`src/rtl/v810_bus_target.sv`:
```
// v810_bus_target: target-side responder for the V810 external bus.
// Decodes CPU bus cycles addressed to a 2^(ADDR_W+2)-byte window at BASE,
// inserts WAIT_STATES wait cycles per access and services reads and writes
// from a synchronous single-port word memory (read data one CE cycle late).
// Several instances with disjoint windows may share READYn and the data bus;
// DOE tells the board when this instance drives D_O.
//
// Build option: define V810_BUS_TARGET_SZRQ_EN to make the target a 16-bit
// port. Accesses that span both halfwords are then narrowed to the lower
// half and SZRQn is pulled low with READYn so the CPU re-issues the upper
// half. Without the macro the port is 32 bits wide and SZRQn stays high.

module v810_bus_target #(
  parameter logic [31:0] BASE        = 32'h0500_0000,
  parameter int unsigned ADDR_W      = 14,
  parameter int unsigned WAIT_STATES = 0
) (
  input  logic              CLK,
  input  logic              RES,
  input  logic              CE,
  input  logic [31:0]       A,
  input  logic [31:0]       D_I,
  output logic [31:0]       D_O,
  output logic              DOE,
  input  logic [3:0]        BEn,
  input  logic              MRQn,
  input  logic              RW,
  input  logic              BCYSTn,
  output logic              READYn,
  output logic              SZRQn,
  output logic [ADDR_W-1:0] MEM_A,
  output logic [31:0]       MEM_WD,
  output logic [3:0]        MEM_BE,
  output logic              MEM_WE,
  output logic              MEM_RE,
  input  logic [31:0]       MEM_RD
);

  // Lowest address bit that belongs to the window tag.
  localparam int unsigned TAG_LSB = ADDR_W + 2;
  // Wait-state count as loaded into the 4-bit counter (0..15).
  localparam logic [3:0]  WS_INIT = 4'(WAIT_STATES);

  typedef enum logic [1:0] {
    S_IDLE  = 2'd0,
    S_WAIT  = 2'd1,
    S_FETCH = 2'd2,
    S_ACK   = 2'd3
  } state_t;

  // Registered state and latched request fields.
  state_t            state_q,   state_d;
  logic [3:0]        cnt_q,     cnt_d;
  logic              rw_q,      rw_d;
  logic              split_q,   split_d;
  logic [ADDR_W-1:0] mem_a_q,   mem_a_d;
  logic [3:0]        mem_be_q,  mem_be_d;
  logic [31:0]       d_o_q,     d_o_d;

  // Registered bus-handshake outputs.
  logic              ready_n_q, ready_n_d;
  logic              doe_q,     doe_d;
  logic              szrq_n_q,  szrq_n_d;

  // Request decode.
  logic              tag_match_s;
  logic              hit_s;
  logic              split_s;
  logic [3:0]        be_s;
  logic              strobe_s;
  logic              unused_a_s;

  // The byte offset inside a word is carried by BEn, not by A[1:0].
  assign unused_a_s = ^A[1:0];

  // A cycle is ours when a start strobe and memory request hit our window.
  assign tag_match_s = (A[31:TAG_LSB] == BASE[31:TAG_LSB]);
  assign hit_s       = ~BCYSTn & ~MRQn & tag_match_s;

`ifdef V810_BUS_TARGET_SZRQ_EN
  // A 16-bit port can only take one halfword per cycle: when both halves
  // are enabled, serve the lower half now and request a sizing retry.
  assign split_s = ~(&BEn[3:2]) & ~(&BEn[1:0]);
  assign be_s    = split_s ? {2'b00, ~BEn[1:0]} : ~BEn;
`else
  // Full 32-bit port: byte enables pass straight through, never split.
  assign split_s = 1'b0;
  assign be_s    = ~BEn;
`endif

  // The memory strobe fires in the last wait cycle. It is a pure function
  // of registered state, so it naturally holds while CE is low.
  assign strobe_s = (state_q == S_WAIT) && (cnt_q == 4'd0);
  assign MEM_RE   = strobe_s & rw_q;
  assign MEM_WE   = strobe_s & ~rw_q;
  assign MEM_WD   = MEM_WE ? D_I : 32'h0000_0000;

  assign MEM_A    = mem_a_q;
  assign MEM_BE   = mem_be_q;
  assign D_O      = d_o_q;
  assign DOE      = doe_q;
  assign READYn   = ready_n_q;
  assign SZRQn    = szrq_n_q;

  // Next state, request latches, read-data capture and handshake outputs.
  always_comb begin
    state_d  = state_q;
    cnt_d    = cnt_q;
    rw_d     = rw_q;
    split_d  = split_q;
    mem_a_d  = mem_a_q;
    mem_be_d = mem_be_q;
    d_o_d    = d_o_q;
    if (CE) begin
      case (state_q)
        // A new access may start from idle or back-to-back from the
        // acknowledge cycle of the previous one.
        S_IDLE, S_ACK: begin
          if (hit_s) begin
            state_d  = S_WAIT;
            cnt_d    = WS_INIT;
            rw_d     = RW;
            split_d  = split_s;
            mem_a_d  = A[TAG_LSB-1:2];
            mem_be_d = be_s;
          end else begin
            state_d  = S_IDLE;
          end
        end
        // Start strobes seen here are protocol violations and are ignored.
        S_WAIT: begin
          if (cnt_q == 4'd0) begin
            state_d = rw_q ? S_FETCH : S_ACK;
          end else begin
            cnt_d   = cnt_q - 4'd1;
          end
        end
        // Memory data is valid in the cycle after the read strobe.
        S_FETCH: begin
          d_o_d   = MEM_RD;
          state_d = S_ACK;
        end
        default: begin
          state_d = S_IDLE;
        end
      endcase
    end else begin
      state_d = state_q;
    end

    // Handshake outputs are registered copies of "next cycle is ACK", so
    // they line up exactly with the ACK state and never glitch.
    ready_n_d = ~(state_d == S_ACK);
    doe_d     = (state_d == S_ACK) & rw_d;
    szrq_n_d  = ~((state_d == S_ACK) & split_d);
  end

  // State and output registers; reset aborts any access in flight.
  always_ff @(posedge CLK or posedge RES) begin
    if (RES) begin
      state_q   <= S_IDLE;
      cnt_q     <= 4'd0;
      rw_q      <= 1'b0;
      split_q   <= 1'b0;
      mem_a_q   <= '0;
      mem_be_q  <= 4'b0000;
      d_o_q     <= 32'h0000_0000;
      ready_n_q <= 1'b1;
      doe_q     <= 1'b0;
      szrq_n_q  <= 1'b1;
    end else begin
      state_q   <= state_d;
      cnt_q     <= cnt_d;
      rw_q      <= rw_d;
      split_q   <= split_d;
      mem_a_q   <= mem_a_d;
      mem_be_q  <= mem_be_d;
      d_o_q     <= d_o_d;
      ready_n_q <= ready_n_d;
      doe_q     <= doe_d;
      szrq_n_q  <= szrq_n_d;
    end
  end

endmodule

```
`config.mk`:
```
export PLATFORM = sky130hd
export DESIGN_NAME = v810_bus_target
export DESIGN_NICKNAME = d
export VERILOG_FILES = /design/src/rtl/v810_bus_target.sv
export SDC_FILE = /design/constraint.sdc
export NUM_CORES = 1
export LEC_CHECK = 0
export ABC_AREA = 1
export BUFFER_PORTS_ARGS = -buffer_cell sky130_fd_sc_hd__buf_4
export CORE_MARGIN = 4
export CORE_UTILIZATION = 42
export CTS_CLUSTER_SIZE = 40
export DETAILED_ROUTE_END_ITERATION = 6
export PLACE_DENSITY = 0.81
export SLEW_MARGIN = 20
export SYNTH_ARGS = -nofsm -noshare
export SYNTH_HDL_FRONTEND = slang
export SYNTH_SLANG_ARGS = --single-unit
```
`constraint.sdc`:
```
create_clock -name CLK -period 2.5 [get_ports CLK]
set_input_delay 0.5 -clock CLK [delete_from_list [all_inputs] [get_ports CLK]]
set_output_delay 0.5 -clock CLK [all_outputs]
set_load 0.01 [all_outputs]
```
== Word-level counts from Yosys, hierarchy flattened ==
Cells that the tools add are included.
Word-level totals
  register bits: 61
  latch bits: 0
  memory bits (writable): 0
  ROM bits: 0
  bits of input ports: 106
  memories: 0
Operators by class
  add/sub/neg operators: 1
  $mul: 0
  divide/modulo/power cells: 0
  magnitude comparators: 0
  equal/unequal tests: 7
  shift operators: 0
  multiplexer cells: 15
  bitwise operators: 12
  reductions and logical operators: 8
Operator list (count)
  32-bit 2-to-1 mux: 1
  16-bit by 11-bit == test with 1-bit output (second input constant): 1
  1-bit 2-to-1 mux: 8
  4-bit 2-to-1 mux: 2
  4-bit one-hot mux with 2 select lines: 1
  1-bit AND: 6
  2-bit == test (second input constant): 3
  2-bit one-hot mux with 3 select lines: 1
  1-bit NOT: 5
  4-bit zero test: 1
  2-bit 2-to-1 mux: 2
  2-bit inequality test (second input constant): 2
  4-bit NOT: 1
  4-bit AND reduction: 1
  4-bit by 1-bit subtractor with 4-bit output (second input constant): 1
  3-bit AND reduction: 1
  2-bit by 1-bit == test with 1-bit output (second input constant): 1
  2-bit zero test: 1
  2-bit AND reduction: 1
  2-bit nonzero test: 1
  2-bit OR reduction: 1
  1-bit logical AND: 1

== Depth between registers and ports, before layout ==
Gate-level depths: netlist (run 1).
  word-level depth: 9
  mapped depth: 10

== Worst setup path after synthesis (run 1) ==
Ideal clock, no wire load.
  path type: reg-to-output
  from: register state_q[1]
  to: output port MEM_WD[22]
  arrival time: 1.320 ns
  data required time: 2.000 ns
  path slack: 0.680 ns
  stages on the path, launching flop included: 8
  path through: dfrtp_1 > inv_1 > ha_1 > inv_2 > nor2_2 > nand2_2 > buf_2 > nor2_1
Between the ends
  cells in the longest elaborated chain, start to end: 4
RTL lines
  start: declaration: line 52  | state_t state_q, state_d;
  start signal: assignment: line 172  | state_q <= state_d;
  2-bit by 1-bit == test with 1-bit output: line 93  | assign strobe_s = (state_q == S_WAIT) && (cnt_q == 4'd0);
  1-bit logical AND: line 93
  1-bit AND: line 95  | assign MEM_WE = strobe_s & ~rw_q;
  32-bit 2-to-1 mux: line 96  | assign MEM_WD = MEM_WE ? D_I : 32'h0000_0000;
  end: declaration: line 32  | output logic [31:0] MEM_WD,
Every way passes these cells.

== Worst setup path in the final report (run 1) ==
  from: register state_q[1]
  to: output port MEM_WD[5]
Same word-level chain as after synthesis.

==> impl_results.md, run 1 <==
* Final setup vio count at 0
* Via density at ~4.5
* Largest net degree at the start of global routing at 35
* RSZ-0062 raised after global routing: false
* Detailed-router iteration count before antenna repair at 4
* M1 GR Usage at between 20% and 30%
* Synth Register Bits at around 60
* Vias in the first global route at between 2k and 3k
* Synth top area cells: dfrtp_1 51%, mux2_2 13%, nand2_1 7.0%
* HP Class: primary input to asynchronous set/reset pin
* Worst EP required at ~2000 ps
* Initial Util at between 40% and 50%
* DIE WIDTH at ~91 um
* RePlAce Congestion at 0.813
* Distinct cells, synth at 26
* Initial antenna violation count at 0
* Wire length per cell at ~14 um
* Ys async rst share at 100%
* RR Endpoint: SZRQn
* Initial detailed-routing violation count at 83
* Switching part of the total power at 30.7%
* Finished Layout Cells at a little under 600
* Layout Skew at 12.0 ps
* Clock Latency Late Sink at 330 ps
* Max_slew headroom at between 50% and 60%
* Clock-pin transition on the worst setup and hold timing paths at ~80 ps
* Post-route ant nets at 0
* Worst Path Class, Setup: flop to output port
* Simple-gate share of the synthesized area at about a fifth
* Fmax at between 400 and 500 MHz
* Ports at slightly below 200
* Die height at 90.8 um
* CTS tree: done
* Worst Path Arrival at 1840 ps
* Post-Synth Adder-Cell Area at approximately 1.7%
* PortBufs at between 150 and 200
* Most instantiated cells after synthesis: 59 x dfrtp_1, 54 x nand2_1, 49 x inv_1
* Tcrit/Tclk final at between 90% and 100%
* GR Util met2 at between 30% and 40%
* Mapped cell area at ~2900 um2
* Final #Nets at ~610
* Compound-gate portion of the synthesized area at under 10%
* Seq/Total Area, Yosys at between 50% and 60%
* N_diodes at 0
* Top cell type's share of synthesized area at 51.3%
* Yosys warnings at 0
* Worst vdd ir at a little over 0.0007 V
* Global route hottest layer: met2
* DPL Wire Length at 6450 um
* Layout cell share with drive strength beyond 1 at a little over half
* Placed insts at 568
* Root Driver: clkbuf_8
* WL final at between 8000 and 9000 um
* Global-route wire length before repair at 12800 um
* Power share of the clock group at between 20% and 30%
* Net Switching at 1.10 mW
* Max-slew violation total from the final report at 0
* P_leak at around 2.6 nW
* Final setup TNS at 0 ps
* FF-to-FF path depth at 6
* Worst-Margin Slew at between 600 and 700 ps
* Final Util at 70.7%
* Xor/xnor cell area share of the yosys netlist at less than 1%
* Mapped Cells at between 300 and 400
* Largest family of logic cells by synthesized area: simple AND/OR/NAND/NOR gates
* R2r startpoint: state_q[0]
* Core Rows at 29
* Num CTS Buffers at 9
* Core box area at 6490 um2
* Post-synthesis mux area share at between 10% and 20%
* Power per cell area at a little under 800 nW/um2
* Synth Flop Type: dfrtp_1
* Die ar. at 8240 um2
* Total number of vias at ~2.6k
* Clock sink count at just over 60
* Most common cell in the netlist: dfrtp_1
* Syn_area_per_cell at 9.38 um2
* Grt total ovfl at 0
* Total global-route track usage at around a fifth
* Synthesized Nets at 417
* Max-Cap Viols at 0
* Reg-to-reg slack, setup at 830 ps
* CTS Hold Bufs at 0
* Synth area leader: dfrtp_1
* Hold Vio Cnt, Final at 0
* Crit end category: output port
* Htree depth at 3
* Worst setup SP type: flop
* Maximum clock path buffer count at 2
* DRC at 0
* Sequential share of power at 40.1%
* Logic pwr share at around 36%
* Post-synth EDFFs at 0
* Cell-internal power at 2.48 mW
* Met3 Use GR at roughly 6.5%
* Outcome: complete, no violations
* Min Tclk post-route at approximately 2300 ps
* Synth-to-Final Area Change at 59.5%
* CP max FO at 34
* Filler instances at 512
power by group through the flow:
stage	sequential [mW]	clock [mW]	combinational, mW
after floorplan	1.56	0	0.466
after global placement	1.43	0	1.27
after detailed placement	1.45	0	1.31
after CTS	1.43	0.861	1.31
after global routing	1.47	0.920	1.42
final	1.43	0.844	1.30
worst max-delay path: stages (launching register included):
cell     delay [ps]
dfrtp_1         380
inv_1            90
ha_1            280
inv_2           100
nor2_4          190
nand2_8         170
nor2_1          170
buf_4           150
layer usage:
metal  vias to the layer above  wire length (um)
met5                         -                 0
met3                         6               730
li1                       1324                 -
met4                         0                78
met2                       111              4180
met1                      1199              3070
registers in the layout, summed over array words and instances (netlist names):
name	count
rw_q	1
state_q	2
MEM_A	14
MEM_BE	4
SZRQn	1
cnt_q	4
READYn	1
split_q	1
DOE	1
D_O	32
timing repair:
| action | in CTS | in global routing |
|---|---|---|
| endpoints found under the setup margin | 32 | 32 |
| buffers inserted | 0 | 0 |
| cloned | 0 | 0 |
| resized for setup | 1 | 2 |
| endpoints found under the hold margin | 0 | 0 |
cell families after synthesis:
| kind of cell | after synthesis |
|---|---|
| compound gates | 12 |
| xor+xnor | 2 |
| fa+ha+maj | 4 |
| buf+inv | 63 |
| flops | 61 |
| mux | 32 |
| simple gates | 133 |
per-stage QoR:
step | setup WS, ps | hold WS (ps) | total power, mW | cell area, um2
CTS | 45.5 | 298 | 3.61 | 4580
global route | 11.8 | 318 | 3.81 | 4590
detailed placement | 248 | 466 | 2.76 | 4380
global placement | 300 | 464 | 2.70 | 4380
finish | 156 | 278 | 3.57 | 4590
floorplan | 490 | 462 | 2.02 | 2880
worst max-delay path by stage:
stage	slack [ps]	startpoint	end
3_5_place_dp	250	state_q[1]	MEM_WD[5]
4_1_cts	50	state_q[1]	MEM_WD[5]
2_1_floorplan	490	RES	DOE
6_report	160	state_q[1]	MEM_WD[5]
3_3_place_gp	300	state_q[1]	MEM_WD[5]
5_1_grt	10	state_q[1]	MEM_WD[22]
layout by cell type, fill, tap and decap left out, types with 3 or more instances in the layout:
cell type / n
buf_4: 192
dfrtp_1: 59
nand2_1: 54
inv_1: 48
nor2_1: 45
mux2_2: 32
nand2_2: 16
clkbuf_8: 9
o21ai_1: 8
nand3_1: 6
inv_2: 5
ha_1: 4
nor2_4: 3
clkinv_2: 3
layout make-up:
| cell class | instances | area (um2) | area share (%) |
|---|---|---|---|
| sequential | 61 | 1530 | 33.3 |
| timing repair buffer | 193 | 1460 | 31.8 |
| multi-input combinational | 183 | 1110 | 24.2 |
| inverter | 54 | 204 | 4.44 |
| clock buffer | 10 | 128 | 2.78 |
| tap | 77 | 96.3 | 2.10 |
| clock inverter | 6 | 63.8 | 1.39 |
No activity file was read; power rests on OpenSTA's default activity.
==> run 2: changes to the inputs <==
--- a/config.mk
+++ b/config.mk
@@ -12,7 +12,7 @@
 export CTS_CLUSTER_SIZE = 40
 export DETAILED_ROUTE_END_ITERATION = 6
 export PLACE_DENSITY = 0.81
-export SLEW_MARGIN = 20
+export SLEW_MARGIN = 5
 export SYNTH_ARGS = -nofsm -noshare
 export SYNTH_HDL_FRONTEND = slang
 export SYNTH_SLANG_ARGS = --single-unit
==> constraint.sdc (replaced) <==
create_clock -name CLK -period 2.5 [get_ports CLK]
set_input_delay 0.5 -clock CLK [delete_from_list [all_inputs] [get_ports CLK]]
set_output_delay 0.5 -clock CLK [all_outputs]
set_load 0.005 [all_outputs]
==> impl_results.md, run 2 (synthesis results as in run 1) <==
* Outcome: complete, no violations (unchanged)
* Vias in the first global route at 2704 (was 2694)
* Detailed-router iteration count before antenna repair at 6 (was 4)
* Max_slew headroom at 55.4% (was 55.0%)
* Core box area at 6490 um2 (unchanged)
* Worst Path Arrival at 1780 ps (was 1840 ps)
* Core Rows at 29 (unchanged)
* CP max FO at 34 (unchanged)
* Worst Path Class, Setup: flop to output port (unchanged)
* N_diodes at 0 (unchanged)
* Clock sink count at 61 (unchanged)
* Sequential cell area at 1530 um2 (unchanged)
* Power per cell area at 803 nW/um2 (was 778 nW/um2)
* Initial antenna violation count at 0 (unchanged)
* Total global-route track usage at 19.2% (was 19.0%)
* Final #Nets at 612 (unchanged)
* CTS tree: done (unchanged)
* Clock-pin transition on the worst setup and hold timing paths at 70 ps (was 80 ps)
* Clock Latency Late Sink at 330 ps (about the same)
* Total number of vias at 2628 (was 2640)
* WL final at 7980 um (was 8070 um)
* Critical-path cell list: inv_1 -> ha_2 -> inv_2 -> nor2_4 -> nand2_8 -> nor2_1 -> buf_4 (was inv_1 -> ha_1 -> inv_2 -> nor2_4 -> nand2_8 -> nor2_1 -> buf_4)
* Min Tclk post-route at 2280 ps (was 2340 ps)
* Die height at 90.8 um (unchanged)
* CTS Hold Bufs at 0 (unchanged)
* Maximum clock path buffer count at 2 (unchanged)
* Worst-Margin Slew at 668 ps (was 674 ps)
* Ports at 193 (unchanged)
* Crit end category: output port (unchanged)
* Final setup TNS at 0 ps (unchanged)
* Max-Cap Viols at 0 (unchanged)
* Tcrit/Tclk final at 91.3% (was 93.8%)
* Layout Skew at 8.87 ps (was 12.0 ps)
* Crit-path max cell delay at 380 ps (about the same)
* Sequential share of power at 38.1% (was 40.1%)
* Reg-to-reg slack, setup at 830 ps (about the same)
* CP max-delay cell: dfrtp_1 (unchanged)
* Wire length per cell at 13.7 um (was 13.8 um)
* P_leak at 2.65 nW (was 2.61 nW)
* Via density at 4.50 (was 4.52)
* Die ar. at 8240 um2 (unchanged)
* CP bufs+invs at 3 (unchanged)
* Tot Pwr at 3.75 mW (was 3.57 mW)
* RSZ-0062 raised after global routing: false (unchanged)
* Crit-path leading delay family: simple AND/OR/NAND/NOR gates (unchanged)
* Cell area after layout at 4660 um2 (was 4590 um2)
* Worst EP required at 2000 ps (about the same)
* Num CTS Buffers at 9 (unchanged)
* Max-slew violation total from the final report at 0 (unchanged)
* Area after DPL at 4380 um2 (unchanged)
* RR Endpoint: SZRQn (unchanged)
* Most common cell after layout, fill and taps aside: buf_4 (unchanged)
* Final setup vio count at 0 (unchanged)
* Root Driver: clkbuf_8 (unchanged)
* PortBufs at 190 (unchanged)
* Initial detailed-routing violation count at 86 (was 83)
* Net Switching at 0.976 mW (was 1.10 mW)
* DRC at 0 (unchanged)
* Max reg flops at 32 (unchanged)
* Logic pwr share at 31.3% (was 36.3%)
* Worst setup SP type: flop (unchanged)
* DIE WIDTH at 90.8 um (unchanged)
* Layout cell share with drive strength beyond 1 at 54.4% (was 54.0%)
* RePlAce Congestion at 0.804 (was 0.813)
* Filler instances at 493 (was 512)
* Grt total ovfl at 0 (unchanged)
* Hold Vio Cnt, Final at 0 (unchanged)
* Synth-to-Final Area Change at 62.0% (was 59.5%)
* Most frequent cells in the layout: 192 x buf_4, 59 x dfrtp_1, 54 x nand2_1, 48 x inv_1, 45 x nor2_1 (unchanged)
* R2r startpoint: state_q[0] (unchanged)
* Area of the multi-input gates at 1110 um2 (about the same)
* Switching part of the total power at 26.0% (was 30.7%)
* HP Class: primary input to asynchronous set/reset pin (unchanged)
* Cell-internal power at 2.77 mW (was 2.48 mW)
* Worst vdd ir at 0.000683 V (was 0.000719 V)
* DPL Wire Length at 6310 um (was 6450 um)
* Power share of the clock group at 30.6% (was 23.6%)
* Post-route ant nets at 0 (unchanged)
* Worst hold slack at 272 ps (was 278 ps)
* Fmax at 438 MHz (was 427 MHz)
* Htree depth at 3 (unchanged)
* Largest net degree at the start of global routing at 35 (unchanged)
* Global-route wire length before repair at 12700 um (was 12800 um)
* Initial Util at 44.3% (unchanged)
* Final Util at 71.8% (was 70.7%)
* FF-to-FF path depth at 6 (unchanged)
* Post-CTS setup buffers at 0 (unchanged)
-- run 2: area by class of cell --
cell class	instances	share of cell area [%]
tap	77	2.07
timing repair buffer	193	31.3
inverter	54	4.37
clock buffer	9	2.66
multi-input combinational	183	23.8
clock inverter	7	2.95
sequential	61	32.8
-- run 2: worst max path at each step --
stage,from,slack (ps),to,cells past startpoint
6_report,state_q[1],220,MEM_WD[5],7
5_1_grt,state_q[1],60,MEM_WD[5],7
4_1_cts,state_q[1],30,MEM_WD[5],7
3_5_place_dp,state_q[1],250,MEM_WD[5],7
3_3_place_gp,state_q[1],270,MEM_WD[5],7
2_1_floorplan,RES,490,DOE,1
-- run 2: what timing repair did --
item | CTS | global route
endpoints found under the setup margin | 32 | 32
gates resized for setup | 1 | 3
cloned | 0 | 0
-- run 2: metrics by stage --
step,instances,setup WS [ps]
after floorplan,307,490
after global placement,568,266
after detailed placement,568,248
after CTS,584,25.2
after global routing,584,59.6
final,584,218
-- run 2: power groups by stage --
stage                     combinational (mW)  sequential, mW  clock, mW
after floorplan                        0.450            1.45          0
after global placement                  1.14            1.43          0
after detailed placement                1.18            1.45          0
after CTS                               1.18            1.43       1.17
after global routing                    1.29            1.47       1.22
final                                   1.17            1.43       1.15
-- run 2: metal layers --
metal | up-vias | wire length (um) | global-route usage, %
met2 | 121 | 4080 | 34.6
met4 | 0 | 88 | 5.65
met5 | - | 0 | 0
met1 | 1181 | 2950 | 20.3
li1 | 1316 | - | -
met3 | 10 | 866 | 8.33
==> run 3: changes to the inputs <==
--- a/config.mk
+++ b/config.mk
@@ -5,13 +5,12 @@
 export SDC_FILE = /design/constraint.sdc
 export NUM_CORES = 1
 export LEC_CHECK = 0
-export ABC_AREA = 1
 export BUFFER_PORTS_ARGS = -buffer_cell sky130_fd_sc_hd__buf_4
 export CORE_MARGIN = 4
-export CORE_UTILIZATION = 42
+export CORE_UTILIZATION = 41
 export CTS_CLUSTER_SIZE = 40
 export DETAILED_ROUTE_END_ITERATION = 6
-export PLACE_DENSITY = 0.81
+export PLACE_DENSITY = 0.8
 export SLEW_MARGIN = 5
 export SYNTH_ARGS = -nofsm -noshare
 export SYNTH_HDL_FRONTEND = slang
==> impl_results.md, run 3 <==
* Detailed-router iteration count before antenna repair at 4 (was 6)
* CP max-delay cell: dfrtp_1 (unchanged)
* Critical-path cell list: inv_1 -> ha_2 -> nand4bb_1 -> nor2_1 -> buf_6 -> and2_1 -> buf_4 (was inv_1 -> ha_2 -> inv_2 -> nor2_4 -> nand2_8 -> nor2_1 -> buf_4)
* Top cell type's share of synthesized area at 54.3% (was 51.3%)
* Synth-to-Final Area Change at 61.9% (was 62.0%)
* Core Rows at 29 (unchanged)
* Initial antenna violation count at 0 (unchanged)
* Worst EP required at 2000 ps (about the same)
* Setup WS pre-CTS at 420 ps (was 248 ps)
* Mapped Cells at 208 (was 307)
* Synthesized Nets at 318 (was 417)
* RSZ-0062 raised after global routing: false (unchanged)
* Sequential cell area at 1530 um2 (unchanged)
* Final #Nets at 515 (was 612)
* Synth top area cells: dfrtp_1 54%, mux2_2 19%, and2_1 7.6% (was dfrtp_1 51%, mux2_2 13%, nand2_1 7.0%)
* Synth Register Bits at 61 (unchanged)
* Sequential share of power at 41.6% (was 38.1%)
* Wire length per cell at 15.0 um (was 13.7 um)
* Grt total ovfl at 0 (unchanged)
* Synth Flop Type: dfrtp_1 (unchanged)
* Fmax at 427 MHz (was 438 MHz)
* Filler instances at 524 (was 493)
* WL final at 7270 um (was 7980 um)
* Most common cell in the netlist: dfrtp_1 (unchanged)
* Max-slew violation total from the final report at 0 (unchanged)
* CP max FO at 34 (unchanged)
* Power per cell area at 708 nW/um2 (was 803 nW/um2)
* Most common cell after layout, fill and taps aside: buf_4 (unchanged)
* HP Class: primary input to asynchronous set/reset pin (unchanged)
* Clock-pin transition on the worst setup and hold timing paths at 70 ps (about the same)
* Cell area after layout at 4400 um2 (was 4660 um2)
* RR Endpoint: cnt_q[3] (was SZRQn)
* Total global-route track usage at 18.5% (was 19.2%)
* Area of the multi-input gates at 1120 um2 (was 1110 um2)
* Final setup TNS at 0 ps (unchanged)
* Synth area leader: dfrtp_1 (unchanged)
* Initial detailed-routing violation count at 37 (was 86)
* Area after DPL at 4240 um2 (was 4380 um2)
* Post-route ant nets at 0 (unchanged)
* RePlAce Congestion at 0.752 (was 0.804)
* CTS Hold Bufs at 0 (unchanged)
* DIE WIDTH at 89.4 um (was 90.8 um)
* Tot Pwr at 3.12 mW (was 3.75 mW)
* Reg-to-reg slack, setup at 660 ps (was 830 ps)
* Via density at 4.73 (was 4.50)
* Max_slew headroom at 72.8% (was 55.4%)
* Cell-internal power at 2.23 mW (was 2.77 mW)
* Distinct cells, synth at 32 (was 26)
* Die ar. at 8000 um2 (was 8240 um2)
* CP bufs+invs at 3 (unchanged)
* DRC at 0 (unchanged)
* Net Switching at 0.883 mW (was 0.976 mW)
* Die height at 89.4 um (was 90.8 um)
* Ys async rst share at 100% (unchanged)
* Min Tclk post-route at 2340 ps (was 2280 ps)
* Final setup margin at 161 ps (was 218 ps)
* PortBufs at 190 (unchanged)
* Largest net degree at the start of global routing at 62 (was 35)
* Mapped cell area at 2720 um2 (was 2880 um2)
* Most instantiated cells after synthesis: 59 x dfrtp_1, 46 x mux2_2, 33 x and2_1 (was 59 x dfrtp_1, 54 x nand2_1, 49 x inv_1)
* Finished Layout Cells at 486 (was 584)
* Max reg flops at 32 (unchanged)
* Tcrit/Tclk final at 93.6% (was 91.3%)
* Worst vdd ir at 0.000406 V (was 0.000683 V)
* Vias in the first global route at 2413 (was 2704)
* Power share of the clock group at 22.5% (was 30.6%)
* Layout cell share with drive strength beyond 1 at 65.3% (was 54.4%)
* Root Driver: clkbuf_8 (unchanged)
* Num CTS Buffers at 9 (unchanged)
* Seq/Total Area, Yosys at 56.3% (was 53.1%)
* DPL Wire Length at 5910 um (was 6310 um)
* Placed insts at 471 (was 568)
* Total number of vias at 2297 (was 2628)
* Worst setup SP type: flop (unchanged)
* Crit end category: output port (unchanged)
* Max-Cap Viols at 0 (unchanged)
* Yosys warnings at 0 (unchanged)
* Worst Path Class, Setup: flop to output port (unchanged)
* N_diodes at 0 (unchanged)
* Ports at 193 (unchanged)
* CTS tree: done (unchanged)
* Clock Latency Late Sink at 320 ps (was 330 ps)
* Post-synth EDFFs at 0 (unchanged)
* Maximum clock path buffer count at 2 (unchanged)
* R2r startpoint: state_q[0] (unchanged)
* Global-route wire length before repair at 11100 um (was 12700 um)
* Clock sink count at 61 (unchanged)
* Worst-Margin Slew at 403 ps (was 668 ps)
* Outcome: complete, no violations (unchanged)
* Crit-path leading delay family: simple AND/OR/NAND/NOR gates (unchanged)
* Switching part of the total power at 28.3% (was 26.0%)
* Core box area at 6390 um2 (was 6490 um2)
* Final setup vio count at 0 (unchanged)
* P_leak at 2.39 nW (was 2.65 nW)
* Hold Vio Cnt, Final at 0 (unchanged)
* Htree depth at 3 (unchanged)
* Logic pwr share at 36.0% (was 31.3%)
* Syn_area_per_cell at 13.1 um2 (was 9.38 um2)
* Layout Skew at 7.20 ps (was 8.87 ps)
* Crit-path max cell delay at 400 ps (was 380 ps)
* Most frequent cells in the layout: 192 x buf_4, 59 x dfrtp_1, 46 x mux2_2, 33 x and2_1, 14 x o21ai_0 (was 192 x buf_4, 59 x dfrtp_1, 54 x nand2_1, 48 x inv_1, 45 x nor2_1)
* Initial Util at 42.6% (was 44.3%)
* FF-to-FF path depth at 6 (unchanged)
* Worst Path Arrival at 1840 ps (was 1780 ps)
-- run 3: cell types whose count changed in the layout (fill, tap and decap cells not counted), moves of 3 or more --
cell,delta
nor2_4,-3
bufinv_16,-4
o21ai_0,+13
nand2_1,-45
nor2_1,-43
mux2_2,+14
inv_2,-4
and2_1,+33
nand2_2,-16
nand3_1,-5
inv_1,-43
o21ai_1,-8
-- run 3: repair_timing --
item                                    CTS  global route
resized for setup                         0             2
setup buffers                             0             0
endpoints found under the setup margin    0            32
-- run 3: how the worst max path moves through the flow --
| stage | from | endpoint | slack [ps] | depth (start not counted) |
|---|---|---|---|---|
| 6_report | state_q[1] | MEM_WD[2] | 160 | 7 |
| 5_1_grt | state_q[1] | MEM_WD[17] | 3 | 7 |
| 4_1_cts | state_q[1] | MEM_WD[17] | 60 | 7 |
| 3_5_place_dp | state_q[1] | MEM_WD[2] | 420 | 7 |
| 3_3_place_gp | state_q[1] | MEM_WD[0] | 490 | 7 |
| 2_1_floorplan | RES | DOE | 490 | 1 |
-- run 3: kinds of logic (layout without fill, tap and decap cells) --
| group | count (synthesis) | after routing | share of synthesized area [%] |
|---|---|---|---|
| flip-flops | 61 | 61 | 56.3 |
| adder cells (fa/ha/maj) | 4 | 4 | 1.84 |
| buffers and inverters | 14 | 215 | 2.49 |
| multiplexers | 47 | 47 | 19.6 |
| AND/OR/NAND/NOR | 62 | 62 | 15.2 |
| AO/OA/AOI/OAI | 20 | 20 | 4.56 |
-- run 3: cell type report --
| class | count | area share (%) |
|---|---|---|
| multi-input combinational | 133 | 25.5 |
| tap | 77 | 2.19 |
| clock buffer | 10 | 2.90 |
| sequential | 61 | 34.7 |
| timing repair buffer | 194 | 33.5 |
| clock inverter | 5 | 0.654 |
| inverter | 6 | 0.512 |
-- run 3: power by group through the flow --
stage | Combinational [mW] | Clock [mW] | Sequential (mW)
after global routing | 1.24 | 0.779 | 1.32
after global placement | 1.10 | 0 | 1.30
final | 1.12 | 0.700 | 1.29
after detailed placement | 1.13 | 0 | 1.31
after CTS | 1.13 | 0.730 | 1.30
after floorplan | 0.469 | 0 | 1.32
-- run 3: stage by stage --
step	hold WS (ps)	utilization [%]
after floorplan	450	-
after global placement	466	66.4
after detailed placement	484	66.4
after CTS	241	68.8
after global routing	239	68.9
final	229	68.9
-- run 3: worst register-to-register path, delay by kind of cell (launching register included) --
kind	cells	cell delay [ps]
AO/OA/AOI/OAI	2	370
adder cells (fa/ha/maj)	1	400
buffers and inverters	1	80
flip-flops	1	360
AND/OR/NAND/NOR	2	540
-- run 3: layer usage --
layer,up-vias,GRT usage [%],routed length [um]
met2,120,33.8,3940
met4,0,7.71,107
met1,1059,18.9,2390
li1,1110,-,-
met3,8,6.64,835
met5,-,0,0
